--- config.mk ---
export PLATFORM = sky130hd
export DESIGN_NAME = uart_rx_fifo
export DESIGN_NICKNAME = d
export VERILOG_FILES = /design/src/rtl/uart_rx_fifo.sv
export SDC_FILE = /design/constraint.sdc
export NUM_CORES = 1
export LEC_CHECK = 0
export BUFFER_PORTS_ARGS = -buffer_cell sky130_fd_sc_hd__clkbuf_2
export CORE_ASPECT_RATIO = 1.75
export CORE_MARGIN = 1
export CORE_UTILIZATION = 44
export CTS_CLUSTER_DIAMETER = 50
export DETAILED_ROUTE_END_ITERATION = 6
export SLEW_MARGIN = 20
export SYNTH_ARGS = -nofsm -noshare
export SYNTH_HDL_FRONTEND = slang
export SYNTH_SLANG_ARGS = --single-unit
--- constraint.sdc ---
create_clock -name CLK -period 2.8 [get_ports CLK]
set_input_delay 0.28 -clock CLK [delete_from_list [all_inputs] [get_ports CLK]]
set_output_delay 0.28 -clock CLK [all_outputs]
set_load 0.05 [all_outputs]
--- src/rtl/uart_rx_fifo.sv ---
// Receive FIFO between the UART receiver and the system-side consumer.
// Registered read data, registered status flags, sticky overflow/underflow.
module uart_rx_fifo #(
  parameter int DATAWIDTH   = 8,
  parameter int ADDRWIDTH   = 4,
  parameter int AFULL_LEVEL = 12
) (
  input  logic                 CLK,
  input  logic                 RST,
  input  logic                 WRITE,
  input  logic [DATAWIDTH-1:0] WDATA,
  output logic                 ISFULL,
  input  logic                 READ,
  output logic [DATAWIDTH-1:0] RDATA,
  output logic                 ISEMPTY,
  output logic                 ALMOST_FULL,
  output logic [ADDRWIDTH:0]   COUNT,
  output logic                 OVERFLOW,
  output logic                 UNDERFLOW,
  input  logic                 CLR_ERR
);

  localparam logic [ADDRWIDTH:0] DEPTH_C = (ADDRWIDTH+1)'(1) << ADDRWIDTH;
  localparam logic [ADDRWIDTH:0] AFULL_C = (ADDRWIDTH+1)'(AFULL_LEVEL);

  logic [DATAWIDTH-1:0] mem [DEPTH_C];
  logic [ADDRWIDTH-1:0] wr_ptr;
  logic [ADDRWIDTH-1:0] rd_ptr;
  logic                 wr_accept;
  logic                 rd_accept;
  logic                 ovf_event;
  logic                 unf_event;
  logic [ADDRWIDTH:0]   count_next;

  // A read on a full FIFO frees a slot, so a concurrent write is also taken.
  always_comb begin
    rd_accept  = READ & ~ISEMPTY;
    wr_accept  = WRITE & (~ISFULL | rd_accept);
    ovf_event  = WRITE & ~wr_accept;
    unf_event  = READ & ISEMPTY;
    count_next = COUNT;
    if (wr_accept && !rd_accept)
      count_next = COUNT + (ADDRWIDTH+1)'(1);
    else if (rd_accept && !wr_accept)
      count_next = COUNT - (ADDRWIDTH+1)'(1);
  end

  always_ff @(posedge CLK) begin
    if (wr_accept)
      mem[wr_ptr] <= WDATA;
  end

  always_ff @(posedge CLK) begin
    if (RST) begin
      wr_ptr      <= '0;
      rd_ptr      <= '0;
      RDATA       <= '0;
      COUNT       <= '0;
      ISEMPTY     <= 1'b1;
      ISFULL      <= 1'b0;
      ALMOST_FULL <= 1'b0;
      OVERFLOW    <= 1'b0;
      UNDERFLOW   <= 1'b0;
    end else begin
      if (wr_accept)
        wr_ptr <= wr_ptr + ADDRWIDTH'(1);
      if (rd_accept) begin
        RDATA  <= mem[rd_ptr];
        rd_ptr <= rd_ptr + ADDRWIDTH'(1);
      end
      COUNT       <= count_next;
      ISEMPTY     <= (count_next == '0);
      ISFULL      <= (count_next == DEPTH_C);
      ALMOST_FULL <= (count_next >= AFULL_C);
      // A new error event in the same cycle as CLR_ERR keeps the flag set.
      OVERFLOW    <= ovf_event | (OVERFLOW & ~CLR_ERR);
      UNDERFLOW   <= unf_event | (UNDERFLOW & ~CLR_ERR);
    end
  end

endmodule

==> results by group <==
Status
  • Status: complete, no violations

Power
  • VDD IR-drop max: 0.444 mV
  • Pwr dens: 806 mW/mm^2
  • Total Power: 0.00574 W
  • Static leakage: 2.37 nW

Clock tree
  • Number of CTS-inserted buffers: 17
  • Clock sink count: 154
  • H-tree lvl count: 4
  • Clock Latency Late Sink: 410 ps
  • CTS max path bufs: 2
  • TritonCTS clock tree: built
  • Root Driver: clkbuf_16
  • Clock-pin slew of the registers on the worst-case setup and hold paths: 60 ps
  • Post-CTS sizing: 0
  • Hold-fix buffers at CTS: 0
  • Post-CTS setup buffers: 0

Route
  • Wire length per cell: 21.4 um
  • WL final: 13,100 um
  • Drt drc: 0
  • Number of routed nets with antenna violations: 0
  • Via/cell ratio: 5.51
  • DR vias: 3,374
  • TritonRoute pass-1 iters: 4
  • Drt initial violations: 152

Logic synthesis
  • Synthesized area: 0.00616 sq mm
  • Multiplexer area fraction after synthesis: 11.0%
  • Biggest area consumer among synthesized cells: edfxtp_1
  • Seq/Total Area, Yosys: 70.9%
  • Syn Nets: 400
  • Post-synth EDFFs: 128
  • Main combinational cell family by area after synthesis: multiplexers
  • Synth top cells by count: edfxtp_1 (128), mux2i_1 (34), nor2_1 (32)
  • Post-synthesis register bit count: 154
  • Syn Inst Count: 380
  • Synth Warn #: 0
  • Post-synthesis cell type count: 41
  • Dominant cells by area after synthesis: edfxtp_1 (62%), dfxtp_1 (8.5%), mux2i_1 (5.5%)
  • Syn_area_per_cell: 16.2 sq um
  • Most common cell in the synthesized netlist: edfxtp_1
  • Post-synthesis xor/xnor area fraction: 1.42%
  • Post-synthesis compound-gate area fraction: 5.77%
  • Asr flop ratio synth: 0%
  • Synth Area in Adders: 1.42%
  • Simple-gate portion of the synthesized area: 7.11%
  • Post-synth top area share: 62.4%
  • Post-synth top flop: edfxtp_1

Layout
  • Growth of design area from synthesis to finish: 15.7%
  • Final core occ: 52.6%
  • Final non-filler cell area: 0.00712 sq mm
  • Fraction of layout instances using a drive strength above 1: 22.4%
  • Nets: 445
  • Diode count: 0

STA
  • Fin crit period: 2190 ps
  • Fin Setup TNS: 0 ps
  • Worst hold slack: 186 ps
  • RSZ-0062 raised after global routing: no
  • Fin crit share: 78.1%
  • Worst-margin pin slew: 821 ps
  • Skew final: 10.5 ps
  • Slew HR: 45.0%
  • Final Hold Vio Count: 0
  • Fmax: 457 MHz
  • Final setup vio count: 0
  • Final slew viol count: 0

Floorplanning
  • Die height: 158 um
  • Die area: 0.0145 sq mm
  • IO Count: 31
  • # rows: 56
  • Starting Density: 45.5%
  • Die X-Extent: 91.4 um
  • Core Footprint: 0.0135 sq mm

Global routing
  • Vias in the first global route: 3,506
  • Initial antenna violation count: 0
  • Gr usage total: 19.6%
  • Pin count of the biggest net entering global routing: 22
  • Grt total ovfl: 0
  • First-pass GRT wire length: 20,300 um

Min path
  • HP Class: input pin to flip-flop
  • Hold-critical path depth: 3

Critical path
  • CP arrival: 2220 ps
  • Worst setup EP type: flip-flop
  • R2R cell count: 4
  • CP required: 2830 ps
  • Maximum fanout along the worst path: 8
  • Crit path launch type: flip-flop
  • Critical path class: flip-flop to flip-flop

Place
  • Port-buffer cells: 30
  • Post-DP Area: 0.00653 sq mm
  • GP Congestion: 0.813
  • HPWL Detailed: 9230 um

Job
  • Max_cap viols: 0
## final cells by class
cell class	instances	area [sq um]
fillers	1126	6400
flip-flops and latches	154	4370
multi-input cells	199	1650
clock buffers	21	450
repair buffers	46	270
well taps	174	218
clock inverters	11	143
inverters	7	26.3
## through the flow
step / instances / setup WS, ps
2_1_floorplan: 380 / 508
3_3_place_gp: 580 / 700
3_5_place_dp: 580 / 605
4_1_cts: 612 / 608
5_1_grt: 612 / 451
6_report: 612 / 614
## path summary, 6_finish.rpt
| path | from | end | slack [ps] |
|---|---|---|---|
| setup / recovery | ISEMPTY | mem[14][6] | 610 |
| hold / removal | READ | UNDERFLOW | 190 |
| hold reg to reg | RDATA[0] | RDATA[0] | 460 |
| setup reg to reg | ISEMPTY | mem[14][6] | 610 |
## critical path, stage by stage (launching register included)
cell and delay, ps:
dfxtp_1 330, nand2b_1 300, a21boi_2 400, nand2_1 180, nor2_1 600
## cell usage in the layout, fill, tap and decap left out, types with 2 or more instances in the layout
cell type,n
xnor2_1,5
a221oi_1,7
bufinv_16,3
o22ai_1,2
clkbuf_16,17
a32oi_1,8
clkinvlp_4,2
o21ai_0,5
a2111oi_0,7
clkinv_2,4
a21oi_1,2
nor2b_1,9
nand2b_1,4
dfxtp_1,25
clkbuf_1,3
nor2_1,32
edfxtp_1,128
or3_1,3
mux2i_1,34
mux4_2,15
nand4_1,3
inv_6,2
o21ai_1,5
clkbuf_2,30
nor3_1,4
nand3_1,5
buf_4,16
a22oi_1,2
nand2_1,22
ha_1,7
xor2_1,5
inv_1,7
## per-layer routing
metal  global-route usage, %  vias up  share of wire, %
li1                        -     1558                 -
met1                    20.5     1713                36
met2                    37.7       89                58
met3                    3.53       14               3.4
met4                    8.92        0               2.0
met5                       0        -                 0
## sequential cells by signal, indices dropped and copies added, names as in the netlist
register     flops
UNDERFLOW        1
ISFULL           1
ALMOST_FULL      1
OVERFLOW         1
RDATA            8
wr_ptr           4
rd_ptr           4
mem            128
COUNT            5
ISEMPTY          1
## where the power goes
group          switching [W]  leakage (nW)  total [W]  internal (W)
clock network       0.000845         0.288    0.00227       0.00142
registers          0.0000862          1.37    0.00265       0.00256
logic               0.000526         0.712   0.000818      0.000292
## logic make-up (layout without fill, tap and decap cells)
logic type	after synthesis	after routing
AO/OA/AOI/OAI	45	45
XOR/XNOR	10	10
adder cells (fa/ha/maj)	7	7
buffers and inverters	27	85
flip-flops	154	154
multiplexers	49	49
AND/OR/NAND/NOR	88	88
Note: power is estimated with default switching activity, not from simulation.
